$ cat config.mk
export PLATFORM = sky130hd
export DESIGN_NAME = cep_delta_ring_writer
export DESIGN_NICKNAME = d
export VERILOG_FILES = /design/src/rtl/cep_delta_pkg.sv /design/src/rtl/cep_ring_addr_gen.sv /design/src/rtl/cep_delta_ring_writer.sv
export SDC_FILE = /design/constraint.sdc
export NUM_CORES = 1
export LEC_CHECK = 0
export ABC_AREA = 0
export CAP_MARGIN = 10
export CORE_UTILIZATION = 44
export DETAILED_ROUTE_END_ITERATION = 8
export HOLD_SLACK_MARGIN = 0.12
export PLACE_DENSITY = 0.76
export SLEW_MARGIN = 20
export SYNTH_ARGS = -nofsm -noshare
export SYNTH_HDL_FRONTEND = slang
export SYNTH_HIERARCHICAL = 1
export SYNTH_SLANG_ARGS = --single-unit
$ cat constraint.sdc
create_clock -name clk -period 2.3 [get_ports clk]
set_input_delay 0.46 -clock clk [delete_from_list [all_inputs] [get_ports clk]]
set_output_delay 0.46 -clock clk [all_outputs]
set_load 0.005 [all_outputs]
$ cat src/rtl/cep_delta_pkg.sv
// Shared definitions for the cepstral-to-delta frame ring buffer.
// Used by the ring writer, the delta reader and the reader's loop counter.
// Contents: geometry constants, coefficient data type, writer FSM state enum.
package cep_delta_pkg;

  localparam int unsigned DATA_WIDTH = 16;  // coefficient width
  localparam int unsigned COEF_NUM   = 13;  // coefficients per frame
  localparam int unsigned FRAME_NUM  = 5;   // frames in the ring (delta window t-2..t+2)
  localparam int unsigned ADDR_WIDTH = 7;   // must hold FRAME_NUM*COEF_NUM
  localparam int unsigned FCNT_WIDTH = 3;   // must hold FRAME_NUM
  localparam int unsigned PAD_FRAMES = 2;   // zero frames appended on end-of-utterance flush

  typedef logic [DATA_WIDTH-1:0] coef_t;

  typedef enum logic [0:0] {
    S_WRITE = 1'b0,
    S_PAD   = 1'b1
  } wr_state_e;

endpackage

$ cat src/rtl/cep_ring_addr_gen.sv
// Ring address generator for the cepstral frame buffer.
// Tracks coefficient index, frame slot pointer and the frame base address
// (slot * CoefNum, built by accumulation so no multiplier is needed).
// Ports:
//   clk, rst_n     clock, asynchronous active-low reset
//   advance_i      one coefficient slot is consumed this cycle
//   addr_o         current write address (base + coefficient index)
//   last_coef_o    current index is the last coefficient of a frame
//   frame_wrap_o   current index is the last coefficient of the last slot
//   mid_frame_o    a frame is partially written (index != 0)
module cep_ring_addr_gen
  import cep_delta_pkg::*;
#(
  parameter int unsigned CoefNum   = COEF_NUM,
  parameter int unsigned FrameNum  = FRAME_NUM,
  parameter int unsigned AddrWidth = ADDR_WIDTH
) (
  input  logic                 clk,
  input  logic                 rst_n,
  input  logic                 advance_i,
  output logic [AddrWidth-1:0] addr_o,
  output logic                 last_coef_o,
  output logic                 frame_wrap_o,
  output logic                 mid_frame_o
);

  localparam int unsigned CntW = (CoefNum > 1) ? $clog2(CoefNum) : 1;
  localparam int unsigned PtrW = (FrameNum > 1) ? $clog2(FrameNum) : 1;

  logic [CntW-1:0]      coef_cnt_q, coef_cnt_d;
  logic [PtrW-1:0]      frame_ptr_q, frame_ptr_d;
  logic [AddrWidth-1:0] base_q, base_d;
  logic                 last_slot;

  assign last_slot    = (frame_ptr_q == PtrW'(FrameNum - 1));
  assign last_coef_o  = (coef_cnt_q == CntW'(CoefNum - 1));
  assign frame_wrap_o = last_coef_o && last_slot;
  assign mid_frame_o  = (coef_cnt_q != '0);
  assign addr_o       = base_q + AddrWidth'(coef_cnt_q);

  always_comb begin
    coef_cnt_d  = coef_cnt_q;
    frame_ptr_d = frame_ptr_q;
    base_d      = base_q;
    if (advance_i) begin
      if (last_coef_o) begin
        coef_cnt_d = '0;
        if (last_slot) begin
          frame_ptr_d = '0;
          base_d      = '0;
        end else begin
          frame_ptr_d = frame_ptr_q + PtrW'(1);
          base_d      = base_q + AddrWidth'(CoefNum);
        end
      end else begin
        coef_cnt_d = coef_cnt_q + CntW'(1);
      end
    end
  end

  always_ff @(posedge clk or negedge rst_n) begin
    if (!rst_n) begin
      coef_cnt_q  <= '0;
      frame_ptr_q <= '0;
      base_q      <= '0;
    end else begin
      coef_cnt_q  <= coef_cnt_d;
      frame_ptr_q <= frame_ptr_d;
      base_q      <= base_d;
    end
  end

endmodule

$ cat src/rtl/cep_delta_ring_writer.sv
// Write side of the cepstral-to-delta frame ring buffer.
// Accepts coefficients over valid/ready, writes them frame by frame into a
// FrameNum-deep ring and counts complete frames; the delta reader returns
// frames with rd_frame_release_i.
// Optional end-of-utterance zero padding is built when CEP_DELTA_PAD_EN is
// defined; otherwise eou_flush_i is ignored and eou_done_o stays 0.
// Ports:
//   clk, rst_n                       clock, asynchronous active-low reset
//   cep_valid_i/cep_data_i/cep_ready_o  coefficient handshake
//   rd_frame_release_i               oldest frame consumed (pulse)
//   eou_flush_i                      end-of-utterance request (pulse)
//   mem_wr_en_o/addr_o/data_o        registered buffer write port
//   frame_done_o                     pulse with the last write of a frame
//   frame_count_o, full_o            complete frames held / ring full
//   eou_done_o                       pulse with the last padding write
module cep_delta_ring_writer
  import cep_delta_pkg::*;
#(
  parameter int unsigned DataWidth  = DATA_WIDTH,
  parameter int unsigned CoefNum    = COEF_NUM,
  parameter int unsigned FrameNum   = FRAME_NUM,
  parameter int unsigned AddrWidth  = ADDR_WIDTH,
  parameter int unsigned FcntWidth  = FCNT_WIDTH,
  parameter int unsigned PadFrames  = PAD_FRAMES
) (
  input  logic                 clk,
  input  logic                 rst_n,
  input  logic                 cep_valid_i,
  input  logic [DataWidth-1:0] cep_data_i,
  output logic                 cep_ready_o,
  input  logic                 rd_frame_release_i,
  input  logic                 eou_flush_i,
  output logic                 mem_wr_en_o,
  output logic [AddrWidth-1:0] mem_wr_addr_o,
  output logic [DataWidth-1:0] mem_wr_data_o,
  output logic                 frame_done_o,
  output logic [FcntWidth-1:0] frame_count_o,
  output logic                 full_o,
  output logic                 eou_done_o
);

  wr_state_e            state_q, state_d;
  logic                 init_q;  // keeps cep_ready_o low while in reset
  logic                 accept, pad_wr, advance;
  logic                 last_coef, mid_frame, unused_wrap;
  logic [AddrWidth-1:0] addr;
  logic                 frame_inc, frame_dec, eou_done_d;
  logic [FcntWidth-1:0] frame_count_q, frame_count_d;
  logic                 wr_en_q, frame_done_q, eou_done_q;
  logic [AddrWidth-1:0] wr_addr_q;
  logic [DataWidth-1:0] wr_data_q;

  assign full_o = (frame_count_q == FcntWidth'(FrameNum));

  // Output decode: depends on registered state only, never on cep_valid_i.
  always_comb begin
    cep_ready_o = init_q && (state_q == S_WRITE) && !full_o;
    pad_wr      = (state_q == S_PAD) && !full_o;
  end

  assign accept  = cep_valid_i && cep_ready_o;
  assign advance = accept || pad_wr;

  cep_ring_addr_gen #(
    .CoefNum  (CoefNum),
    .FrameNum (FrameNum),
    .AddrWidth(AddrWidth)
  ) u_addr_gen (
    .clk         (clk),
    .rst_n       (rst_n),
    .advance_i   (advance),
    .addr_o      (addr),
    .last_coef_o (last_coef),
    .frame_wrap_o(unused_wrap),
    .mid_frame_o (mid_frame)
  );

`ifdef CEP_DELTA_PAD_EN
  localparam int unsigned PadW = $clog2(PadFrames + 2);

  logic [PadW-1:0] pad_left_q, pad_left_d, pad_total;
  logic            partial_next, flush_req, pad_last;

  // Frame state after this cycle's transfer decides whether the flush must
  // first complete a partial frame.
  assign partial_next = accept ? !last_coef : mid_frame;
  assign pad_total    = PadW'(PadFrames) + PadW'(partial_next);
  assign flush_req    = (state_q == S_WRITE) && eou_flush_i;
  assign pad_last     = pad_wr && last_coef && (pad_left_q == PadW'(1));

  always_comb begin
    state_d    = state_q;
    pad_left_d = pad_left_q;
    eou_done_d = 1'b0;
    unique case (state_q)
      S_WRITE: begin
        if (flush_req) begin
          pad_left_d = pad_total;
          if (pad_total != '0) begin
            state_d = S_PAD;
          end else begin
            eou_done_d = 1'b1;  // nothing to pad
          end
        end
      end
      S_PAD: begin
        if (pad_wr && last_coef) begin
          pad_left_d = pad_left_q - PadW'(1);
        end
        if (pad_last) begin
          state_d    = S_WRITE;
          eou_done_d = 1'b1;
        end
      end
      default: state_d = S_WRITE;
    endcase
  end

  always_ff @(posedge clk or negedge rst_n) begin
    if (!rst_n) begin
      pad_left_q <= '0;
    end else begin
      pad_left_q <= pad_left_d;
    end
  end
`else
  logic unused_pad;
  assign unused_pad = ^{eou_flush_i, mid_frame, PadFrames};

  always_comb begin
    state_d    = S_WRITE;
    eou_done_d = 1'b0;
  end
`endif

  always_ff @(posedge clk or negedge rst_n) begin
    if (!rst_n) begin
      state_q <= S_WRITE;
      init_q  <= 1'b0;
    end else begin
      state_q <= state_d;
      init_q  <= 1'b1;
    end
  end

  // Count changes on the same edge that raises frame_done_o.
  assign frame_inc = advance && last_coef;
  assign frame_dec = rd_frame_release_i && (frame_count_q != '0);

  always_comb begin
    frame_count_d = frame_count_q;
    if (frame_inc && !frame_dec) begin
      frame_count_d = frame_count_q + FcntWidth'(1);
    end else if (!frame_inc && frame_dec) begin
      frame_count_d = frame_count_q - FcntWidth'(1);
    end
  end

  always_ff @(posedge clk or negedge rst_n) begin
    if (!rst_n) begin
      frame_count_q <= '0;
      wr_en_q       <= 1'b0;
      wr_addr_q     <= '0;
      wr_data_q     <= '0;
      frame_done_q  <= 1'b0;
      eou_done_q    <= 1'b0;
    end else begin
      frame_count_q <= frame_count_d;
      wr_en_q       <= advance;
      wr_addr_q     <= advance ? addr : wr_addr_q;
      wr_data_q     <= accept ? cep_data_i : (pad_wr ? '0 : wr_data_q);
      frame_done_q  <= frame_inc;
      eou_done_q    <= eou_done_d;
    end
  end

  assign mem_wr_en_o   = wr_en_q;
  assign mem_wr_addr_o = wr_addr_q;
  assign mem_wr_data_o = wr_data_q;
  assign frame_done_o  = frame_done_q;
  assign frame_count_o = frame_count_q;
  assign eou_done_o    = eou_done_q;

endmodule

Yosys cells after proc, flatten, opt, wreduce, memory -nomap -nowiden
Cells that the tools add are included.
{"block": "totals", "in_bits": 21, "output_inout_bits": 31, "wordCells": 36, "regBits": 43}
{"block": "op_classes", "n_reduce_logical": 12, "eq_ne": 3, "add_sub_neg": 6, "mux": 6}
{"op": "16-bit 2-to-1 mux", "n": 1}
{"op": "3-bit 2-to-1 mux", "n": 3}
{"op": "7-bit by 4-bit adder with 7-bit output", "n": 1}
{"op": "7-bit by 4-bit adder with 7-bit output (second input constant)", "n": 1}
{"op": "7-bit 2-to-1 mux", "n": 1}
{"op": "3-bit by 1-bit adder with 3-bit output (second input constant)", "n": 2}
{"op": "3-bit == test (second input constant)", "n": 2}
{"op": "1-bit logical AND", "n": 6}
{"op": "4-bit by 1-bit adder with 4-bit output (second input constant)", "n": 1}
{"op": "4-bit == test (second input constant)", "n": 1}
{"op": "4-bit 2-to-1 mux", "n": 1}
{"op": "1-bit zero test", "n": 3}
{"op": "3-bit nonzero test", "n": 1}
{"op": "3-bit by 1-bit subtractor with 3-bit output (second input constant)", "n": 1}
{"op": "2-bit AND reduction", "n": 1}
{"op": "2-bit nonzero test", "n": 1}

Longest topological paths before layout
Gate-level depths: netlist (run 1).
{"block": "depth", "ltp_word": 9, "ltp_mapped": 11, "ltp_nobuf": 11}

Modules after synthesis
The synthesis (run 1) kept the hierarchy.
{"module": "cep_delta_ring_writer", "cells_per_inst": 72, "area_each_um2": 1234.9, "instances": 1}
{"module": "cep_ring_addr_gen", "cells_per_inst": 103, "area_each_um2": 914.6, "instances": 1}

Least setup slack after synthesis (run 1)
Ideal clock, no wire load.
{"block": "synth_path", "path_kind": "register to register", "start": "register frame_count_q[1], in the netlist frame_count_o[1]", "end": "register frame_count_q[1], in the netlist frame_count_o[1]", "stages_incl_launch_ff": 10, "path_slack_ps": 20, "period_less_slack_ps": 2280, "arrival_time_ps": 2156, "setup_ps": 125, "required_ps": 2175, "path_cell_list": "dfrtp_1 nand3b_1 and3_1 buf_6 buf_12 and2_1 ha_1 inv_1 fa_1 mux2_2"}
{"block": "synth_between", "word_cells_on_any_way": 16}
{"element": "start: declaration", "line_no": "cep_delta_ring_writer.sv:48", "text": "logic [FcntWidth-1:0] frame_count_q, frame_count_d;"}
{"element": "start signal: assignment", "line_no": "cep_delta_ring_writer.sv:168", "text": "frame_count_q <= frame_count_d;"}
{"element": "3-bit == test", "line_no": "cep_delta_ring_writer.sv:53", "text": "assign full_o = (frame_count_q == FcntWidth'(FrameNum));"}
{"element": "1-bit zero test"}
{"element": "1-bit logical AND", "line_no": "cep_delta_ring_writer.sv:57", "text": "cep_ready_o = init_q && (state_q == S_WRITE) && !full_o;"}
{"element": "1-bit logical AND", "line_no": "cep_delta_ring_writer.sv:61", "text": "assign accept = cep_valid_i && cep_ready_o;"}
{"element": "via accept", "line_no": "cep_delta_ring_writer.sv:44", "text": "logic accept, pad_wr, advance;"}
{"element": "1-bit logical AND", "line_no": "cep_delta_ring_writer.sv:147", "text": "assign frame_inc = advance && last_coef;"}
{"element": "via frame_inc", "line_no": "cep_delta_ring_writer.sv:47", "text": "logic frame_inc, frame_dec, eou_done_d;"}
{"element": "1-bit logical AND", "line_no": "cep_delta_ring_writer.sv:152", "text": "if (frame_inc && !frame_dec) begin"}
{"element": "3-bit 2-to-1 mux", "line_no": "cep_delta_ring_writer.sv:152"}
{"element": "via frame_count_d[1]", "line_no": "cep_delta_ring_writer.sv:48"}
The timed path passes the listed nets, and every way through them passes these cells. The select of a mux whose other input is x is not followed.
A chain may end at the register's enable or synchronous reset.

Worst setup path after layout (run 1)
{"block": "layout_path", "start": "register u_addr_gen.coef_cnt_q[0]", "end": "register frame_count_q[2], in the netlist frame_count_o[2]"}
{"block": "layout_between", "elab_chain_cells": 5, "word_cells_on_any_way": 7}
{"element": "start: declaration", "line_no": "cep_ring_addr_gen.sv:30", "text": "logic [CntW-1:0] coef_cnt_q, coef_cnt_d;"}
{"element": "start signal: assignment", "line_no": "cep_ring_addr_gen.sv:67", "text": "coef_cnt_q <= coef_cnt_d;"}
{"element": "4-bit == test (*)", "line_no": "cep_ring_addr_gen.sv:36", "text": "assign last_coef_o = (coef_cnt_q == CntW'(CoefNum - 1));"}
{"element": "via last_coef", "line_no": "cep_delta_ring_writer.sv:45", "text": "logic last_coef, mid_frame, unused_wrap;"}
{"element": "1-bit logical AND (*)", "line_no": "cep_delta_ring_writer.sv:147"}
{"element": "via frame_inc", "line_no": "cep_delta_ring_writer.sv:47"}
{"element": "1-bit zero test", "line_no": "cep_delta_ring_writer.sv:154", "text": "end else if (!frame_inc && frame_dec) begin"}
{"element": "1-bit logical AND", "line_no": "cep_delta_ring_writer.sv:154"}
{"element": "2-bit nonzero test (no line)"}
The timed path passes the listed nets; every way through them passes the cells marked *.

==> impl_results.md, run 1 <==
* Instance area at placement at 0.00268 mm^2
* Number of input and output port buffers inserted at 49
* Die boundary height at 71.7 um
* Fraction of layout cells with a size suffix above 1 at 20.4%
* # H-tree levels at 2
* Dpl hpwl at 2.67 mm
* Max-cap violations at 0
* Per-cell via count in the routed design at 5.05
* Kind of start point of the critical path: flop
* Required time of the critical path at 2.53 ns
* Resized cells post-CTS at 0
* Yosys synthesis warning count at 6
* Post-synthesis instance total at 172
* End of the worst register-to-register path: frame_count_o[2]$_DFFE_PN0P_
* Max Fanout on Critical Path at 4
* Final period demand of the worst path at 2.14 ns
* Routed vias at 1424
* Clock tree from TritonCTS: built
* Run status: finished, final reports clean
* Number of nets produced by synthesis at 205
* Pin count of the biggest net entering global routing at 44
* Filler-free cell count of the finished design at 282
* Worst VDD drop at 0.000529 V
* Maximum buffer depth of the clock tree at 2
* Final Hold Vio Count at 0
* Drc violations at 0
* Clk pin slew, worst setup/hold paths at 0.08 ns
* Via count of the first global-routing pass at 1400
* Post-synthesis instance area at 0.00214 mm^2
* Worst Setup Path Type: flop to flop
* Standard cell core area at 0.00450 mm^2
* Wire length of the first global-routing pass at 6.31 mm
* Switching power as a share of total power at 29.9%
* Dpl cells at 274
* Switching power of the nets at 0.898 mW
* Global placement routability congestion at 0.768
* Hold WC Path Type: input pin to asynchronous set/reset pin
* Final number of setup-violating endpoints at 0
* Commonest non-fill, non-tap cell in the layout: clkdlybuf4s50_1
* Reg-to-reg startpoint: u_addr_gen/coef_cnt_q[0]$_DFFE_PN0P_
* Critical Path Sink Type: flop
* Most frequent cells in the layout: clkdlybuf4s50_1 (48), dfrtp_1 (43), mux2_4 (18)
* Gr usage total at 16.3%
* Die area at 0.00514 mm^2
* Final-layout fill cell count at 363
* Rows at 24
* Area grow syn2layout at 30.8%
* M2 GR Usage at 25.8%
* CTS Hold Bufs at 0
* Power share of the clock group at 20.0%
* Routing layer with the top usage in global route: met2
* Layout Cell Area excl Fill at 0.00280 mm^2
* Crit path DAT at 2.37 ns
* Final Skew at 0.00418 ns
* Leakage power at 1.28 nW
* Final total power at 3.01 mW
* Met1 demand-to-capacity share in global routing at 19.7%
* Antenna diode count at 0
* WL per Instance at 13.3 um
* Setup slack of the most critical reg-to-reg path at 0.16 ns
* Initial DRC Count at 48
* Placement-stage worst setup slack at -0.0210 ns
* Total power per unit cell area at 1070 mW/mm^2
* Worst-case setup margin in the final layout at 0.160 ns
* Clock insertion delay at the later pin of the skew report at 0.29 ns
* Measured slew at the worst slew-check pin at 0.542 ns
* Total congestion overflow at 0
* Count of pins over their slew limit at 0
* Starting utilization of the core area at 47.5%
* Peak Freq at 467 MHz
* Portion of total power attributed to combinational logic at 39.9%
* Number of I/O pins at 52
* Total length of routed wires at 3.75 mm
* Detailed Routing Iterations Pass 1 at 4
* Portion of the clock cycle consumed by the worst path in the final layout at 93.0%
* Average size of a mapped cell at 12.4 um^2
* Clk Tree Root Cell: clkbuf_8
* Worst slew margin relative to its limit at 63.8%
* CTS sink cnt at 43
* Cell internal pwr at 2.11 mW
* Number of buffers created by CTS at 5
* Length in cells of the worst reg-to-reg path at 11
* Number of nets with antenna violations after detailed routing at 0
* Post-CTS setup repair buffer count at 0
* Met3 GRT Util at 5.63%
* Nets at 262
* Sequential fraction of design power at 40.1%
* Die width at 71.7 um
* Number of antenna violations at the first check in global routing at 0
==> power groups by stage <==
stage / registers, mW / logic (mW) / clock network [mW]
finish: 1.21 / 1.20 / 0.601
global route: 1.24 / 1.33 / 0.660
CTS: 1.21 / 1.21 / 0.620
detailed placement: 1.22 / 1.20 / 0
global placement: 1.21 / 1.17 / 0
floorplan: 1.20 / 0.667 / 0
==> flip-flops by register name, summed over array words and instances (netlist names) <==
name,flops
mem_wr_data_o,16
mem_wr_addr_o,7
u_addr_gen/base_q,7
u_addr_gen/coef_cnt_q,4
frame_count_o,3
u_addr_gen/frame_ptr_q,3
frame_done_o,1
init_q,1
mem_wr_en_o,1
==> layout make-up <==
cell class,count,area [um^2],area share (%)
sequential,43,1080,38.5
multi-input combinational,110,951,34.0
timing repair buffer,56,538,19.2
clock buffer,6,82.6,2.95
tap,52,65.1,2.33
inverter,13,48.8,1.74
clock inverter,2,35.0,1.25
==> worst max-delay path by stage <==
stage | startpoint | end | slack, ns | depth (start not counted)
2_1_floorplan | frame_count_o[1]$_DFFE_PN0P_ | frame_count_o[1]$_DFFE_PN0P_ | 0.02 | 9
3_3_place_gp | cep_valid_i | frame_count_o[2]$_DFFE_PN0P_ | -0.004 | 9
3_5_place_dp | cep_valid_i | frame_count_o[2]$_DFFE_PN0P_ | -0.02 | 9
4_1_cts | u_addr_gen/coef_cnt_q[0]$_DFFE_PN0P_ | frame_count_o[2]$_DFFE_PN0P_ | 0.09 | 11
5_1_grt | u_addr_gen/coef_cnt_q[0]$_DFFE_PN0P_ | frame_count_o[2]$_DFFE_PN0P_ | -0.005 | 11
6_report | u_addr_gen/coef_cnt_q[0]$_DFFE_PN0P_ | frame_count_o[2]$_DFFE_PN0P_ | 0.16 | 11
==> worst max-delay path, cell delays in order, from the launching register on <==
cell and delay (ns):
dfrtp_1 0.43, inv_2 0.10, ha_2 0.20, nand3_1 0.11
inv_1 0.08, and2_1 0.14, ha_1 0.18, inv_1 0.06
fa_1 0.37, xor2_1 0.15, nor2_1 0.11, xor2_1 0.14
==> per-layer routing <==
layer	wire length, um	vias up	share of wire (%)
met3	203	5	5.4
met4	85	0	2.3
met2	1740	40	46
met5	0	-	0
met1	1720	678	46
li1	-	701	-
==> stage by stage <==
| stage | hold slack (ns) | util (%) | setup TNS, ns |
|---|---|---|---|
| 6_report | 0.227 | 62.1 | 0 |
| 5_1_grt | 0.276 | 62.1 | -0.00499 |
| 4_1_cts | 0.247 | 62.0 | 0 |
| 3_5_place_dp | 0.491 | 59.4 | -0.0220 |
| 3_3_place_gp | 0.490 | 59.4 | -0.00383 |
| 2_1_floorplan | 0.164 | - | 0 |
No activity file was read; power rests on OpenSTA's default activity.
==> run 2, diff against run 1 <==
--- a/config.mk
+++ b/config.mk
@@ -8,6 +8,7 @@
 export ABC_AREA = 0
 export CAP_MARGIN = 10
 export CORE_UTILIZATION = 44
+export CTS_CLUSTER_SIZE = 25
 export DETAILED_ROUTE_END_ITERATION = 8
 export HOLD_SLACK_MARGIN = 0.12
 export PLACE_DENSITY = 0.76
==> results of run 2 <==
The final DEF is identical to that of run 1; final timing and power are the same.
